**config.mk**
```make
export PLATFORM = sky130hd
export DESIGN_NAME = imem_port_arbiter_flat
export DESIGN_NICKNAME = d
export VERILOG_FILES = /design/src/rtl/imem_port_arbiter_if.sv /design/src/rtl/imem_port_arbiter.sv /design/src/flat_wrapper.sv
export SDC_FILE = /design/constraint.sdc
export NUM_CORES = 1
export LEC_CHECK = 0
export BUFFER_PORTS_ARGS = -buffer_cell sky130_fd_sc_hd__buf_2
export CAP_MARGIN = 40
export CORE_MARGIN = 1.5
export CORE_UTILIZATION = 51
export DETAILED_ROUTE_END_ITERATION = 8
export PLACE_DENSITY = 0.8
export SYNTH_ARGS = -nofsm -noshare
export SYNTH_HDL_FRONTEND = slang
export SYNTH_SLANG_ARGS = --single-unit
```
**constraint.sdc**
```tcl
create_clock -name clk -period 6.1 [get_ports clk]
set_clock_uncertainty 0.1 [all_clocks]
set_input_delay 0.305 -clock clk [delete_from_list [all_inputs] [get_ports clk]]
set_output_delay 0.305 -clock clk [all_outputs]
set_load 0.05 [all_outputs]
```
**src/rtl/imem_port_arbiter_if.sv**
```systemverilog
// +------------------------------------------------------------------------+
// | imem_port_arbiter_if                                                    |
// | Fetch/data requester handshakes plus the byte-wide memory port.         |
// | Revision: 1.0                                                           |
// +------------------------------------------------------------------------+
`default_nettype none

interface imem_port_arbiter_if #(
  parameter int WIDTH  = 32,
  parameter int MEM_AW = 10
);
  logic              if_req;
  logic [WIDTH-1:0]  if_addr;
  logic              if_ack;
  logic [31:0]       if_rdata;

  logic              d_req;
  logic              d_we;
  logic [WIDTH-1:0]  d_addr;
  logic [31:0]       d_wdata;
  logic              d_ack;
  logic [31:0]       d_rdata;

  logic              err;
  logic              busy;

  logic              mem_en;
  logic              mem_we;
  logic [MEM_AW-1:0] mem_addr;
  logic [7:0]        mem_wdata;
  logic [7:0]        mem_rdata;

  // Arbiter side
  modport slave (
    input  if_req, if_addr, d_req, d_we, d_addr, d_wdata, mem_rdata,
    output if_ack, if_rdata, d_ack, d_rdata, err, busy,
           mem_en, mem_we, mem_addr, mem_wdata
  );

  // Requesters and memory side
  modport master (
    output if_req, if_addr, d_req, d_we, d_addr, d_wdata, mem_rdata,
    input  if_ack, if_rdata, d_ack, d_rdata, err, busy,
           mem_en, mem_we, mem_addr, mem_wdata
  );
endinterface

`default_nettype wire

```
**src/rtl/imem_port_arbiter.sv**
```systemverilog
// +------------------------------------------------------------------------+
// | imem_port_arbiter                                                       |
// | Round-robin share of one byte-wide sync RAM between fetch and LSU;      |
// | each 32-bit access is four big-endian byte cycles.                      |
// | Optional: IMEM_ARB_ALIGN_CHECK_EN rejects misaligned addresses (err).   |
// | Revision: 1.0                                                           |
// +------------------------------------------------------------------------+
`default_nettype none

module imem_port_arbiter #(
  parameter int WIDTH  = 32,
  parameter int MEM_AW = 10
) (
  input  logic                   clk,
  input  logic                   rst,
  imem_port_arbiter_if.slave     bus
);

  localparam logic [1:0] S_IDLE = 2'd0;
  localparam logic [1:0] S_XFER = 2'd1;
  localparam logic [1:0] S_TAIL = 2'd2;
  localparam logic [1:0] S_RESP = 2'd3;

  logic [1:0]        state_q, state_d;
  logic [1:0]        cnt_q, cnt_d;
  logic [WIDTH-1:0]  base_q, base_d;
  logic              we_q, we_d;
  logic [31:0]       wdata_q, wdata_d;
  logic              sel_data_q, sel_data_d;
  logic              last_data_q, last_data_d;
  logic [23:0]       sh_q, sh_d;
  logic              if_ack_q, if_ack_d;
  logic              d_ack_q, d_ack_d;
  logic              err_q, err_d;
  logic              busy_q, busy_d;
  logic              mem_en_q, mem_en_d;
  logic              mem_we_q, mem_we_d;
  logic [MEM_AW-1:0] mem_addr_q, mem_addr_d;
  logic [7:0]        mem_wdata_q, mem_wdata_d;
  logic [31:0]       if_rdata_q, if_rdata_d;
  logic [31:0]       d_rdata_q, d_rdata_d;

  logic              w_pick_data;
  logic [WIDTH-1:0]  w_req_addr;
  logic              w_misalign;
  logic [1:0]        w_cnt_inc;
  logic [WIDTH-1:0]  w_next_addr;

  // Data wins only when fetch is idle or fetch was the last one served.
  assign w_pick_data = bus.d_req && (!bus.if_req || !last_data_q);
  assign w_req_addr  = w_pick_data ? bus.d_addr : bus.if_addr;
  assign w_cnt_inc   = cnt_q + 2'd1;
  assign w_next_addr = base_q + {{(WIDTH-2){1'b0}}, w_cnt_inc};

`ifdef IMEM_ARB_ALIGN_CHECK_EN
  assign w_misalign = (w_req_addr[1:0] != 2'b00);
`else
  assign w_misalign = 1'b0;
`endif

  always_comb begin
    state_d     = state_q;
    cnt_d       = cnt_q;
    base_d      = base_q;
    we_d        = we_q;
    wdata_d     = wdata_q;
    sel_data_d  = sel_data_q;
    last_data_d = last_data_q;
    sh_d        = sh_q;
    if_rdata_d  = if_rdata_q;
    d_rdata_d   = d_rdata_q;
    mem_addr_d  = mem_addr_q;
    mem_wdata_d = mem_wdata_q;
    if_ack_d    = 1'b0;
    d_ack_d     = 1'b0;
    err_d       = 1'b0;
    mem_en_d    = 1'b0;
    mem_we_d    = 1'b0;

    case (state_q)
      S_IDLE: begin
        if (bus.if_req || bus.d_req) begin
          sel_data_d  = w_pick_data;
          last_data_d = w_pick_data;
          base_d      = w_req_addr;
          we_d        = w_pick_data && bus.d_we;
          wdata_d     = bus.d_wdata;
          cnt_d       = 2'd0;
          if (w_misalign) begin
            state_d  = S_RESP;
            err_d    = 1'b1;
            if_ack_d = !w_pick_data;
            d_ack_d  = w_pick_data;
          end else begin
            state_d     = S_XFER;
            mem_en_d    = 1'b1;
            mem_we_d    = w_pick_data && bus.d_we;
            mem_addr_d  = w_req_addr[MEM_AW-1:0];
            mem_wdata_d = bus.d_wdata[31:24];
          end
        end
      end

      S_XFER: begin
        // Read data lags the address by one cycle, so byte 0 lands at cnt=1.
        if (!we_q && (cnt_q != 2'd0)) begin
          sh_d = {sh_q[15:0], bus.mem_rdata};
        end
        if (cnt_q != 2'd3) begin
          cnt_d       = w_cnt_inc;
          mem_en_d    = 1'b1;
          mem_we_d    = we_q;
          mem_addr_d  = w_next_addr[MEM_AW-1:0];
          mem_wdata_d = wdata_q[23:16];
          wdata_d     = {wdata_q[23:0], 8'h00};
        end else if (we_q) begin
          state_d  = S_RESP;
          if_ack_d = !sel_data_q;
          d_ack_d  = sel_data_q;
        end else begin
          state_d = S_TAIL;
        end
      end

      S_TAIL: begin
        state_d = S_RESP;
        if (sel_data_q) begin
          d_ack_d   = 1'b1;
          d_rdata_d = {sh_q, bus.mem_rdata};
        end else begin
          if_ack_d   = 1'b1;
          if_rdata_d = {sh_q, bus.mem_rdata};
        end
      end

      S_RESP: begin
        state_d = S_IDLE;
      end

      default: begin
        state_d = S_IDLE;
      end
    endcase

    busy_d = (state_d != S_IDLE);
  end

  always_ff @(posedge clk or posedge rst) begin
    if (rst) begin
      state_q     <= S_IDLE;
      cnt_q       <= 2'd0;
      base_q      <= '0;
      we_q        <= 1'b0;
      wdata_q     <= 32'h0;
      sel_data_q  <= 1'b0;
      last_data_q <= 1'b1;
      sh_q        <= 24'h0;
      if_ack_q    <= 1'b0;
      d_ack_q     <= 1'b0;
      err_q       <= 1'b0;
      busy_q      <= 1'b0;
      mem_en_q    <= 1'b0;
      mem_we_q    <= 1'b0;
      mem_addr_q  <= '0;
      mem_wdata_q <= 8'h0;
      if_rdata_q  <= 32'h0;
      d_rdata_q   <= 32'h0;
    end else begin
      state_q     <= state_d;
      cnt_q       <= cnt_d;
      base_q      <= base_d;
      we_q        <= we_d;
      wdata_q     <= wdata_d;
      sel_data_q  <= sel_data_d;
      last_data_q <= last_data_d;
      sh_q        <= sh_d;
      if_ack_q    <= if_ack_d;
      d_ack_q     <= d_ack_d;
      err_q       <= err_d;
      busy_q      <= busy_d;
      mem_en_q    <= mem_en_d;
      mem_we_q    <= mem_we_d;
      mem_addr_q  <= mem_addr_d;
      mem_wdata_q <= mem_wdata_d;
      if_rdata_q  <= if_rdata_d;
      d_rdata_q   <= d_rdata_d;
    end
  end

  assign bus.if_ack    = if_ack_q;
  assign bus.d_ack     = d_ack_q;
  assign bus.err       = err_q;
  assign bus.busy      = busy_q;
  assign bus.mem_en    = mem_en_q;
  assign bus.mem_we    = mem_we_q;
  assign bus.mem_addr  = mem_addr_q;
  assign bus.mem_wdata = mem_wdata_q;
  assign bus.if_rdata  = if_rdata_q;
  assign bus.d_rdata   = d_rdata_q;

endmodule

`default_nettype wire

```
**src/flat_wrapper.sv**
```systemverilog
// flat-port wrapper written by rule: the top's interface ports become plain ports
module imem_port_arbiter_flat 
#(
  parameter int WIDTH  = 32,
  parameter int MEM_AW = 10
)
  (clk, rst, bus_if_req, bus_if_addr, bus_d_req, bus_d_we, bus_d_addr, bus_d_wdata, bus_mem_rdata, bus_if_ack, bus_if_rdata, bus_d_ack, bus_d_rdata, bus_err, bus_busy, bus_mem_en, bus_mem_we, bus_mem_addr, bus_mem_wdata);
  imem_port_arbiter_if #(.WIDTH(WIDTH), .MEM_AW(MEM_AW)) bus_i ();
  input  logic clk;
  input  logic rst;
  input wire logic [$bits(bus_i.if_req)-1:0] bus_if_req;
  input wire logic [$bits(bus_i.if_addr)-1:0] bus_if_addr;
  input wire logic [$bits(bus_i.d_req)-1:0] bus_d_req;
  input wire logic [$bits(bus_i.d_we)-1:0] bus_d_we;
  input wire logic [$bits(bus_i.d_addr)-1:0] bus_d_addr;
  input wire logic [$bits(bus_i.d_wdata)-1:0] bus_d_wdata;
  input wire logic [$bits(bus_i.mem_rdata)-1:0] bus_mem_rdata;
  output wire logic [$bits(bus_i.if_ack)-1:0] bus_if_ack;
  output wire logic [$bits(bus_i.if_rdata)-1:0] bus_if_rdata;
  output wire logic [$bits(bus_i.d_ack)-1:0] bus_d_ack;
  output wire logic [$bits(bus_i.d_rdata)-1:0] bus_d_rdata;
  output wire logic [$bits(bus_i.err)-1:0] bus_err;
  output wire logic [$bits(bus_i.busy)-1:0] bus_busy;
  output wire logic [$bits(bus_i.mem_en)-1:0] bus_mem_en;
  output wire logic [$bits(bus_i.mem_we)-1:0] bus_mem_we;
  output wire logic [$bits(bus_i.mem_addr)-1:0] bus_mem_addr;
  output wire logic [$bits(bus_i.mem_wdata)-1:0] bus_mem_wdata;
  assign bus_i.if_req = bus_if_req;
  assign bus_i.if_addr = bus_if_addr;
  assign bus_i.d_req = bus_d_req;
  assign bus_i.d_we = bus_d_we;
  assign bus_i.d_addr = bus_d_addr;
  assign bus_i.d_wdata = bus_d_wdata;
  assign bus_i.mem_rdata = bus_mem_rdata;
  assign bus_if_ack = bus_i.if_ack;
  assign bus_if_rdata = bus_i.if_rdata;
  assign bus_d_ack = bus_i.d_ack;
  assign bus_d_rdata = bus_i.d_rdata;
  assign bus_err = bus_i.err;
  assign bus_busy = bus_i.busy;
  assign bus_mem_en = bus_i.mem_en;
  assign bus_mem_we = bus_i.mem_we;
  assign bus_mem_addr = bus_i.mem_addr;
  assign bus_mem_wdata = bus_i.mem_wdata;
  imem_port_arbiter #(.WIDTH(WIDTH), .MEM_AW(MEM_AW)) u_core (.clk(clk), .rst(rst), .bus(bus_i));
endmodule
```
==> metrics.md <==
| Metric | Value |
|---|---|
| Period utilization | 44.2% |
| First-pass GRT wire length | 21500 um |
| Cell area after synthesis | 0.00635 sq mm |
| Residual DRC count | 0 |
| CTS Buf Count | 17 |
| Cells after Synth | 493 |
| Die footprint | 0.0131 sq mm |
| Final setup violation count | 0 |
| Dpl ws | 3.46 ns |
| Die height | 115 um |
| Crit. Startpoint | u_core.state_q[1] |
| Diodes inserted | 0 |
| Netlist cell types | 48 |
| Most used flip-flop cell after synthesis | dfrtp_1 |
| GRT overflow | 0 |
| Most frequent cells in the layout | buf_2, dfrtp_1, mux2_2 |
| Initial detailed-routing violation count | 263 |
| FF+latch count, synth | 152 |
| IO Count | 197 |
| Layout cells sized above 1 | 44.2% |
| Rel. slew slack | 57.3% |
| Setup bufs post-CTS | 0 |
| Wirelength, routed | 13200 um |
| Critical path destination | u_core.sh_q[20] |
| Post-DR wirelength/cell | 15.9 um |
| Final-report hold violation count | 0 |
| Synth Area per Inst | 12.9 sq um |
| Worst path arrival time | 2.89 ns |
| Iteration count of the initial detailed-routing pass | 4 |
| Status | finished clean |
| Rows | 40 |
| Setup_tns | 0 ns |
| Setup crit start kind | register |
| Worst Tran Pin Value | 0.641 ns |
| Worst R2R End | u_core.sh_q[20] |
| Worst path required time | 6.30 ns |
| CP Capture Type | register |
| GRT Total Usage | 21.4% |
| H-tree depth | 4 |
| Max_cap viols | 0 |
| Critical Path Fanout Max | 40 |
| Skew-Pair Late Insertion Delay | 0.42 ns |
| RePlAce Congestion | 0.798 |
| Yosys top cell by area | dfrtp_1 |
| Number of buffers added on ports | 151 |
| Ys Warns | 0 |
| Worst r2r src | u_core.state_q[1] |
| Core area | 0.0121 sq mm |
| Vias in the first global route | 4318 |
| RSZ-0062 raised after global routing | no |
| Async S/R FF share, synth | 100% |
| Largest net degree at the start of global routing | 73 |
| Vias | 4402 |
| Sequential area share after synthesis | 59.9% |
| TritonCTS clock tree | yes |
| Synth-to-layout area growth | 25.8% |
| Initial Utilization | 52.7% |
| Yosys top cell area share | 59.5% |
| FF-to-FF setup slack | 3.41 ns |
| Critical path class | reg -> reg |
| Clk buf depth | 2 |
| Dpl hpwl | 8830 um |
| Post-CTS resize count | 0 |
| # fillers | 872 |
| Worst Hold Class | in -> reg |
| Max Fclk | 371 MHz |
| Die X | 115 um |
| Minimum clock period | 2.69 ns |
| DRT antenna net count | 0 |
| Root Driver | clkbuf_16 |
| Largest cells by area after synthesis | dfrtp_1, mux2_2, mux2i_1, nand2_1, o21ai_0 |
| FF-to-FF path depth | 7 |
| Clock Pin Slew Worst Setup and Hold Paths | 0.06 ns |
| Min-delay src | bus_d_wdata[0] |
| Initial antenna violation count | 0 |
| Final nets | 764 |
| Clk sink count | 152 |
| Final slew viol count | 0 |
| Vias per cell | 5.32 |
| PnR worst setup slack | 3.41 ns |
| Mapped Nets | 610 |
| Post-synth EDFFs | 0 |
==> stage by stage <==
stage                     area, sq um  hold WS, ns  utilization (%)  cells
final                            7990       0.0159             66.2    828
after global routing             7990       0.0128             66.2    828
after CTS                        7990      0.00453             66.2    828
after detailed placement         7320        0.357             60.7    795
after global placement           7260        0.340             60.2    793
after floorplan                  6350        0.278                -    493
==> state kept, by name, summed over array words and instances (netlist names), 2 cells and up <==
name and flops:
u_core.bus.if_rdata 32, u_core.bus.mem_addr 10, u_core.sh_q 24, u_core.base_q 10, u_core.bus.d_rdata 32, u_core.bus.mem_wdata 8
u_core.cnt_q 2, u_core.state_q 2, u_core.wdata_q 24
==> final cells by class <==
| class | instances | area (sq um) | area share, % |
|---|---|---|---|
| Sequential cell | 152 | 3800 | 47.6 |
| Tap cell | 168 | 210 | 2.63 |
| Multi-Input combinational cell | 307 | 2410 | 30.1 |
| Timing Repair Buffer | 161 | 873 | 10.9 |
| Inverter | 8 | 35.0 | 0.439 |
| Clock buffer | 19 | 433 | 5.42 |
| Clock inverter | 13 | 226 | 2.83 |
==> cells by family after synthesis <==
family                     count (synthesis)  share of synthesized area [%]
AOI/OAI and AO/OA                         68                           6.54
and+or+nand+nor                           98                           6.78
other                                      1                         0.0590
muxes                                    126                           21.7
buffers and inverters                     34                           2.52
xor gates and xnor gates                   6                          0.827
adders and majority gates                  8                           1.69
DFF                                      152                           59.9
==> synth_stat cells (2+ instances only) <==
library cell and number:
a21o_1 2, a21oi_1 5, a22o_1 3, buf_1 4, buf_2 17, clkbuf_1 3
dfrtp_1 151, ha_1 7, inv_1 7, mux2_1 2, mux2_2 91, mux2i_1 33
nand2_1 68, nand3_1 11, nor2_1 5, nor2b_1 2, nor3_1 2, o21ai_0 39
o21ai_1 3, o221ai_1 5, o2bb2ai_1 2, xnor2_1 5
==> worst min-delay path by stage <==
stage / to / cells past startpoint
floorplan: u_core.last_data_q / 1
CTS: u_core.wdata_q[0] / 3
global placement: u_core.bus.if_rdata[31] / 2
global route: u_core.last_data_q / 2
detailed placement: u_core.sh_q[23] / 2
finish: u_core.wdata_q[0] / 3
==> per-layer routing <==
layer  part of all wire (%)  track usage [%]  routed length (um)
met5                      0                0                   0
met4                    3.1             10.6                 410
met3                    4.5             4.82                 593
met2                     49             33.5                6390
met1                     44             28.2                5770
==> worst max-delay path, cell delays in order (launching register included) <==
cell and delay [ns]:
dfrtp_1 0.41, inv_1 0.11, ha_2 0.17, buf_4 0.48, inv_2 0.30, nor3_4 0.22, buf_4 0.36, mux2_2 0.39
==> repair_timing <==
action,CTS,global route
hold buffers,1,0
endpoints found under the setup margin,0,0
hold endpoints to repair,70,0
Power is not shown: default switching activity piles up to over one toggle a cycle in this logic, so the estimate is an artifact.
